File: src/rtl/booth_divider_seq.sv
// Sequential signed divider: 2W-bit dividend / W-bit divisor, one quotient bit per clock.
// Optional build macro DIV_ERR_COUNT_EN adds a saturating error counter output err_count.
module booth_divider_seq #(
  parameter int W = 8
) (
  input  logic           clk,
  input  logic           rst,
  input  logic           start,
  input  logic [2*W-1:0] dividend,
  input  logic [W-1:0]   divisor,
  output logic           busy,
  output logic           done,
  output logic [W-1:0]   quotient,
  output logic [W-1:0]   remainder,
  output logic           div_by_zero,
  output logic           overflow
`ifdef DIV_ERR_COUNT_EN
  ,output logic [7:0]    err_count
`endif
);

  localparam int CW = $clog2(W + 1);
  localparam logic [CW-1:0]  CNT_INIT = CW'(W);
  localparam logic [CW-1:0]  CNT_ONE  = CW'(1);
  localparam logic [W-1:0]   ONE_W    = W'(1);
  localparam logic [2*W-1:0] ONE_2W   = (2*W)'(1);
  localparam logic [W-1:0]   Q_POS_MAX = {1'b0, {(W-1){1'b1}}};
  localparam logic [W-1:0]   Q_NEG_MAG = {1'b1, {(W-1){1'b0}}};

  typedef enum logic [1:0] {
    S_IDLE = 2'd0,
    S_CALC = 2'd1,
    S_FIX  = 2'd2
  } state_t;

  state_t          r_state;
  logic [CW-1:0]   r_cnt;
  logic [W-1:0]    r_rem;
  logic [W-1:0]    r_quo;
  logic [W-1:0]    r_dsr;
  logic            r_sd;
  logic            r_sv;
  logic            r_ovf_pre;
  logic            r_dbz;
`ifdef DIV_ERR_COUNT_EN
  logic [7:0]      r_err_cnt;
`endif

  logic [2*W-1:0]  w_abs_dvd;
  logic [W-1:0]    w_abs_dsr;
  logic [W:0]      w_shift;
  logic [W:0]      w_sub;
  logic            w_ge;
  logic            w_qneg;
  logic [W-1:0]    w_q_lim;
  logic            w_ovf;
  logic [W-1:0]    w_q_signed;
  logic [W-1:0]    w_r_signed;
  logic [W-1:0]    w_q_sat;

  // Magnitudes are unsigned, so the most negative input maps to 2^(n-1) without loss.
  assign w_abs_dvd = dividend[2*W-1] ? (~dividend + ONE_2W) : dividend;
  assign w_abs_dsr = divisor[W-1]    ? (~divisor + ONE_W)   : divisor;

  // Restoring step: partial remainder stays below |divisor|, so W+1 bits suffice.
  assign w_shift = {r_rem, r_quo[W-1]};
  assign w_sub   = w_shift - {1'b0, r_dsr};
  assign w_ge    = (w_shift >= {1'b0, r_dsr});

  assign w_qneg     = r_sd ^ r_sv;
  assign w_q_lim    = w_qneg ? Q_NEG_MAG : Q_POS_MAX;
  assign w_ovf      = r_ovf_pre || (r_quo > w_q_lim);
  assign w_q_signed = w_qneg ? (~r_quo + ONE_W) : r_quo;
  assign w_r_signed = r_sd   ? (~r_rem + ONE_W) : r_rem;
  assign w_q_sat    = w_qneg ? Q_NEG_MAG : Q_POS_MAX;

  always_ff @(posedge clk or negedge rst) begin
    if (!rst) begin
      r_state     <= S_IDLE;
      r_cnt       <= '0;
      r_rem       <= '0;
      r_quo       <= '0;
      r_dsr       <= '0;
      r_sd        <= 1'b0;
      r_sv        <= 1'b0;
      r_ovf_pre   <= 1'b0;
      r_dbz       <= 1'b0;
      busy        <= 1'b0;
      done        <= 1'b0;
      quotient    <= '0;
      remainder   <= '0;
      div_by_zero <= 1'b0;
      overflow    <= 1'b0;
`ifdef DIV_ERR_COUNT_EN
      r_err_cnt   <= 8'd0;
`endif
    end else begin
      case (r_state)
        S_IDLE: begin
          done <= 1'b0;
          if (start) begin
            r_rem     <= w_abs_dvd[2*W-1:W];
            r_quo     <= w_abs_dvd[W-1:0];
            r_dsr     <= w_abs_dsr;
            r_sd      <= dividend[2*W-1];
            r_sv      <= divisor[W-1];
            // High half already >= divisor means the quotient cannot fit in W bits.
            r_ovf_pre <= (w_abs_dvd[2*W-1:W] >= w_abs_dsr);
            r_dbz     <= (divisor == '0);
            r_cnt     <= CNT_INIT;
            busy      <= 1'b1;
            r_state   <= S_CALC;
          end
        end
        S_CALC: begin
          r_rem <= w_ge ? w_sub[W-1:0] : w_shift[W-1:0];
          r_quo <= {r_quo[W-2:0], w_ge};
          r_cnt <= r_cnt - CNT_ONE;
          if (r_cnt == CNT_ONE) begin
            r_state <= S_FIX;
          end
        end
        S_FIX: begin
          busy    <= 1'b0;
          done    <= 1'b1;
          r_state <= S_IDLE;
          if (r_dbz) begin
            quotient    <= '0;
            remainder   <= '0;
            div_by_zero <= 1'b1;
            overflow    <= 1'b0;
          end else if (w_ovf) begin
            quotient    <= w_q_sat;
            remainder   <= '0;
            div_by_zero <= 1'b0;
            overflow    <= 1'b1;
          end else begin
            quotient    <= w_q_signed;
            remainder   <= w_r_signed;
            div_by_zero <= 1'b0;
            overflow    <= 1'b0;
          end
`ifdef DIV_ERR_COUNT_EN
          if ((r_dbz || w_ovf) && (r_err_cnt != 8'hFF)) begin
            r_err_cnt <= r_err_cnt + 8'd1;
          end
`endif
        end
        default: begin
          r_state <= S_IDLE;
          busy    <= 1'b0;
          done    <= 1'b0;
        end
      endcase
    end
  end

`ifdef DIV_ERR_COUNT_EN
  assign err_count = r_err_cnt;
`endif

endmodule

File: config.mk
export PLATFORM = sky130hd
export DESIGN_NAME = booth_divider_seq
export DESIGN_NICKNAME = d
export VERILOG_FILES = /design/src/rtl/booth_divider_seq.sv
export SDC_FILE = /design/constraint.sdc
export NUM_CORES = 1
export LEC_CHECK = 0
export CAP_MARGIN = 40
export CORE_UTILIZATION = 35
export DETAILED_ROUTE_END_ITERATION = 7
export GPL_TIMING_DRIVEN = 1
export SYNTH_ARGS = -nofsm -noshare
export SYNTH_HDL_FRONTEND = slang
export SYNTH_SLANG_ARGS = --single-unit
File: constraint.sdc
create_clock -name clk -period 4.35 [get_ports clk]
set_clock_uncertainty 0.2 [all_clocks]
set_input_delay 0.87 -clock clk [delete_from_list [all_inputs] [get_ports clk]]
set_output_delay 0.87 -clock clk [all_outputs]
set_load 0.01 [all_outputs]
==> results.py, run 1 <==
metrics = {
    "outcome": {
        "outcome": "completed",
    },
    "placed_design": {
        "dp.cells": 584,
        "gp_congestion": 0.8383,
        "place_hpwl_um": 6869,
        "port_buffers": 46,
    },
    "pwr": {
        "power_density_mw_per_mm2": 708.4,
        "power_frac_comb_pct": 58.8,
        "power.internal_w": 0.001702,
        "seqPwrFrac_pct": 32.1,
        "p_total_w": 0.003068,
        "power_leakage_nw": 1.858,
        "switching_share_pct": 44.53,
        "ir_drop_mv": 0.2173,
        "clkPwrFrac_pct": 9.1,
        "p_sw_w": 0.001366,
    },
    "finish": {
        "layout.nets": 516,
        "synthToLayoutAreaGrowth_pct": 18.89,
        "diodes": 0,
        "stdcell_count": 590,
        "drive_gt1_share_pct": 4.376,
        "fillCellCount": 1013,
    },
    "clock_network": {
        "clkTransAtPathRegs_ps": 90,
        "cts-htree-levels": 2,
        "cts.path.max_buffers": 2,
        "postCtsSetupBuffers": 0,
        "clock_latency_ps": 300,
        "root_buffer": "clkbuf_8",
        "post_cts_resize_count": 0,
        "cts_sinks": 54,
        "cts_buffers": 5,
        "cts_tree": "done",
        "hold_buffers": 0,
    },
    "min_path": {
        "worstHoldPathType": "register to register",
    },
    "routing": {
        "drc": 0,
        "routed_wl_um": 8656,
        "vias": 3101,
        "viasPerCell": 5.256,
        "wl_per_cell_um": 14.67,
        "drtPass1Iterations": 5,
        "postRouteAntennaNets": 0,
        "drtIter0Drc": 165,
    },
    "sta": {
        "timing.slew.headroom_pct": 39.76,
        "setup_tns_ps": 0,
        "tightest_slew_ps": 903.7,
        "rsz0062_at_grt": "false",
        "maxSlewViolCount": 0,
        "fmax_mhz": 295.7,
        "setup_viol": 0,
        "timing.final.crit_share_pct": 77.73,
        "finalCriticalPeriod_ps": 3381,
        "finalHoldViolations": 0,
    },
    "critical_path": {
        "cp.required_ps": 4340,
        "crit_fanout": 5,
        "setup.worst_path.start_class": "input pin",
        "end_kind": "register",
        "critical_path_class": "input pin to register",
        "crit_arrival_ps": 3370,
    },
    "synth": {
        "synthesis.area_mm2": 0.003643,
        "yosysSeqAreaShare_pct": 37.09,
        "netlist_instances": 416,
        "async_flop_share_pct": 100.0,
        "synthesis.nets": 474,
        "synth_cell_types": 48,
        "synth-edff-count": 0,
        "ys_ff_latch": 54,
        "ys.flop_type": "dfrtp_1",
        "synth_warnings": 0,
        "avgSynthCellArea_um2": 8.758,
    },
    "floorplan": {
        "rows": 36,
        "die_h_um": 104.0,
        "core_mm2": 0.009910,
        "initial_core_util_pct": 36.77,
        "fp.dieW_um": 104.0,
        "die_area_mm2": 0.01082,
        "io_pins": 47,
    },
    "global_routing": {
        "first_global_vias": 2894,
        "overflow": 0,
        "globalRouteTotalUtil_pct": 16.44,
        "grt_antenna_before_repair": 0,
        "grt_max_degree": 40,
        "grt_first_pass_wirelength_um": 14550,
    },
    "flow_run": {
        "cap_violations": 0,
    },
}
==> cells by family after synthesis <==
logic type,count (synthesis),share of synthesized area [%]
simple gates,142,19.09
compound gates,115,20.50
flops,54,37.09
buf+inv,40,4.155
fa+ha+maj,31,10.85
xor+xnor,30,7.211
mux,4,1.099
==> worst max-delay path, stage by stage <==
cell,delay (ps)
clkdlybuf4s50_1,500
nor4_1,350
nand2_1,190
o31ai_1,270
xor2_1,250
ha_1,270
nand2b_1,140
a21oi_1,150
nor2b_1,60
o21ai_0,140
a21o_1,130
a21oi_1,50
==> cells in the final DEF (no fill, tap or decap), types with 5 or more instances in the layout <==
master           instances
a21oi_1                 16
xnor2_1                 16
nor3_1                  11
dfrtp_1                 54
nor2_1                  19
clkbuf_8                 6
o31ai_1                 12
inv_1                   21
nor2b_1                 11
ha_1                    30
a221o_1                  5
a22oi_1                  9
o21ai_0                 42
nor4_1                   5
nand4_1                  6
nand3_1                 12
buf_4                    7
xor2_1                  14
clkdlybuf4s50_1         45
nand2_1                 54
==> cells in the mapped netlist, drive strengths merged (2+ instances only) <==
cell type | n | share of area (%)
and2 | 4 | 0.69
clkbuf | 16 | 1.6
o21a | 3 | 0.62
mux2i | 4 | 1.1
nand3 | 12 | 1.6
nor4 | 5 | 0.86
o41ai | 4 | 0.96
o211ai | 4 | 0.82
nand2 | 54 | 5.6
a211oi | 3 | 0.62
nor3 | 11 | 1.5
xor2 | 14 | 3.4
a21o | 4 | 0.82
or3b | 2 | 0.48
o31ai | 12 | 2.5
buf | 2 | 0.24
o221ai | 3 | 0.72
a22oi | 9 | 1.9
nor2 | 19 | 2.0
and3 | 2 | 0.34
nor3b | 4 | 0.82
dfrtp | 54 | 37
ha | 30 | 10
or3 | 3 | 0.52
nor2b | 11 | 1.9
nand2b | 4 | 0.69
a21oi | 16 | 2.2
a221o | 5 | 1.4
inv | 21 | 2.2
nand4 | 6 | 1.0
xnor2 | 16 | 3.8
a31oi | 2 | 0.34
o21ai | 43 | 6.0
or4 | 3 | 0.72
==> registers in the layout (all words and copies together), names as in the netlist <==
signal	cells
quotient	8
r_dsr	8
r_quo	8
r_rem	8
remainder	8
r_cnt	4
r_state	2
busy	1
div_by_zero	1
done	1
overflow	1
r_dbz	1
r_ovf_pre	1
r_sd	1
r_sv	1
==> final timing paths <==
path                        startpoint           end  slack [ps]  cells past startpoint
max                        dividend[2]     r_ovf_pre         970                     12
min                        div_by_zero   div_by_zero         290                      2
max reg2reg                       r_sd  remainder[2]        1310                     10
min reg2reg                div_by_zero   div_by_zero         290                      2
max in group asynchronous          rst      r_rem[7]        2830                      2
min in group asynchronous          rst   quotient[3]         320                      1
==> cell type report <==
type / instances / area (um^2) / share of cell area [%]
Inverter: 22 / 82.58 / 1.906
Multi-Input combinational cell: 322 / 2141 / 49.42
Tap cell: 133 / 166.4 / 3.842
Timing Repair Buffer: 53 / 508.0 / 11.73
Clock buffer: 6 / 82.58 / 1.906
Sequential cell: 54 / 1351 / 31.20
==> through the flow <==
| stage | setup slack, ps | area (um^2) | util, % | hold slack (ps) |
|---|---|---|---|---|
| 2_1_floorplan | 1124 | 3643 | - | 249.8 |
| 3_3_place_gp | 731.2 | 4249 | 42.88 | 262.0 |
| 3_5_place_dp | 660.6 | 4249 | 42.88 | 271.7 |
| 4_1_cts | 979.0 | 4332 | 43.71 | 292.4 |
| 5_1_grt | 695.1 | 4332 | 43.71 | 319.1 |
| 6_report | 968.5 | 4332 | 43.71 | 286.6 |
==> metal layers <==
metal  share of wire [%]  up-vias  GRT usage, %
met5                   0        -             0
met4                 1.3        0         4.388
met3                 4.3        7         2.632
met2                  45       74         25.86
met1                  49     1443         23.32
li1                    -     1577             -
==> power by group through the flow <==
stage	Sequential (W)	Clock [W]	Combinational [W]
after floorplan	0.000932	0	0.00129
after global placement	0.000992	0	0.00178
after detailed placement	0.000998	0	0.00183
after CTS	0.000988	0.000288	0.00183
after global routing	0.00102	0.000312	0.00206
final	0.000986	0.000278	0.00180
No activity file was read; power rests on OpenSTA's default activity.
==> run 2, diff against run 1 <==
Clock period 4.35 ns to 3.5 ns, I/O delays scaled along.
==> run 2 against run 1 <==
Against the previous run: clock power up 26%; combinational power increased by 27%; via count increased by 2.6%; clock-buffer cell count unchanged; die area is the same; worst hold slack got worse by 110 ps; critical endpoint unchanged.
==> results.py, run 2 (synthesis results as in run 1) <==
metrics = {
    "outcome": {
        "outcome": "completed",
    },
    "placed_design": {
        "port_buffers": 46,
        "placed_cell_area_mm2": 0.004309,
        "place_hpwl_um": 6952,
        "gp_congestion": 0.8142,
    },
    "clock_network": {
        "cts_buffers": 5,
        "cts_tree": "done",
        "cts-htree-levels": 2,
        "cts.path.max_buffers": 2,
        "hold_buffers": 0,
        "clkTransAtPathRegs_ps": 100,
        "clock_latency_ps": 310,
        "root_buffer": "clkbuf_8",
        "cts_sinks": 54,
        "postCtsSetupBuffers": 0,
        "post_cts_resize_count": 0,
    },
    "sta": {
        "setup_viol": 0,
        "rsz0062_at_grt": "false",
        "finalHoldViolations": 0,
        "fmax_mhz": 327.2,
        "finalCriticalPeriod_ps": 3056,
        "timing.final.crit_share_pct": 87.32,
        "tightest_slew_ps": 792.6,
        "maxSlewViolCount": 0,
        "setup_tns_ps": 0,
        "timing.slew.headroom_pct": 46.96,
    },
    "routing": {
        "wl_met3_um": 412,
        "drtPass1Iterations": 4,
        "drtIter0Drc": 113,
        "routed_wl_um": 8832,
        "top_layer": "met4",
        "wl_met1_um": 4349,
        "wl_met2_um": 3971,
        "drc": 0,
        "wl_per_cell_um": 14.77,
        "vias": 3181,
        "postRouteAntennaNets": 0,
        "viasPerCell": 5.319,
    },
    "global_routing": {
        "grt_max_degree": 40,
        "overflow": 0,
        "grt_first_pass_wirelength_um": 15100,
        "grt_antenna_before_repair": 0,
        "globalRouteTotalUtil_pct": 16.96,
        "first_global_vias": 3107,
    },
    "finish": {
        "drive_gt1_share_pct": 6.022,
        "synthToLayoutAreaGrowth_pct": 20.54,
        "diodes": 0,
        "multiInputGateArea_mm2": 0.002141,
        "layout.nets": 524,
        "final_cell_mix": "nand2_1, dfrtp_1, clkdlybuf4s50_1",
        "fillCellCount": 972,
        "final_util_pct": 44.32,
        "regArea_mm2": 0.001351,
        "postLayoutCellArea_mm2": 0.004392,
    },
    "critical_path": {
        "end_kind": "register",
        "critical_path_class": "input pin to register",
        "setup.worst_path.start_class": "input pin",
        "crit_arrival_ps": 3050,
        "crit-reg2reg-launch": "r_sd",
        "worst-r2r-setup-slack_ps": 540,
        "crit_fanout": 5,
        "cp-startpoint": "dividend[8]",
        "cp.required_ps": 3500,
    },
    "pwr": {
        "ir_drop_mv": 0.2598,
        "p_total_w": 0.003858,
        "power_density_mw_per_mm2": 878.5,
        "power_leakage_nw": 1.895,
    },
    "flow_run": {
        "cap_violations": 0,
    },
    "min_path": {
        "worstHoldPathType": "input pin to asynchronous set/reset pin",
    },
    "floorplan": {
        "fp.dieW_um": 104.0,
        "core_mm2": 0.009910,
        "die_area_mm2": 0.01082,
        "initial_core_util_pct": 36.77,
        "rows": 36,
        "io_pins": 47,
        "die_h_um": 104.0,
    },
}
==> run 2: changes by cell type in the layout (fill, tap and decap cells not counted) <==
cell | previous run | this run
buf_4 | 7 | 15
==> run 2: report_power, final <==
| group | total, W | internal [W] | switching [W] |
|---|---|---|---|
| clock | 0.000351 | 0.000153 | 0.000198 |
| combinational | 0.00228 | 0.00107 | 0.00121 |
| sequential | 0.00123 | 0.000903 | 0.000324 |
| total | 0.00386 | 0.00213 | 0.00173 |
==> run 2: routing by layer <==
layer  vias to the layer above  global-route usage (%)
li1                       1596                       -
met1                      1499                   23.41
met2                        79                   27.67
met3                         7                   2.694
met4                         0                   4.184
met5                         -                       0
==> run 2: worst paths after layout <==
check | to | cells after the start
worst max-delay path | r_ovf_pre | 8
worst min-delay path | r_quo[1] | 2
worst max register to register | quotient[6] | 9
worst min register to register | remainder[0] | 2
max in group asynchronous | r_rem[7] | 2
min in group clk | remainder[0] | 2
==> run 2: worst max-delay path, stage by stage <==
cell             delay (ps)
clkdlybuf4s50_1         460
or4_4                   570
or4_1                   430
o21ai_2                 140
xnor2_1                 130
ha_1                    210
nor4_1                  310
a21oi_1                 110
==> run 2: per-stage QoR <==
step | setup slack [ps] | hold WS (ps) | std cells
floorplan | 273.5 | 204.4 | 416
global placement | 159.5 | 264.7 | 592
detailed placement | 106.3 | 267.5 | 592
CTS | 432.2 | 189.6 | 598
global route | 267.1 | 208.1 | 598
finish | 443.9 | 179.0 | 598
==> run 2: final cells by class <==
type	instances	share of cell area, %
clock buffers	6	1.880
inverters	22	1.880
multi-input cells	322	48.75
flip-flops and latches	54	30.77
well taps	133	3.789
repair buffers	61	12.93
==> run 3, diff against run 2 <==
Settings changed: CTS_CLUSTER_DIAMETER set to 40.
==> results of run 3 <==
The final DEF is identical to that of run 2; final timing and power are the same.
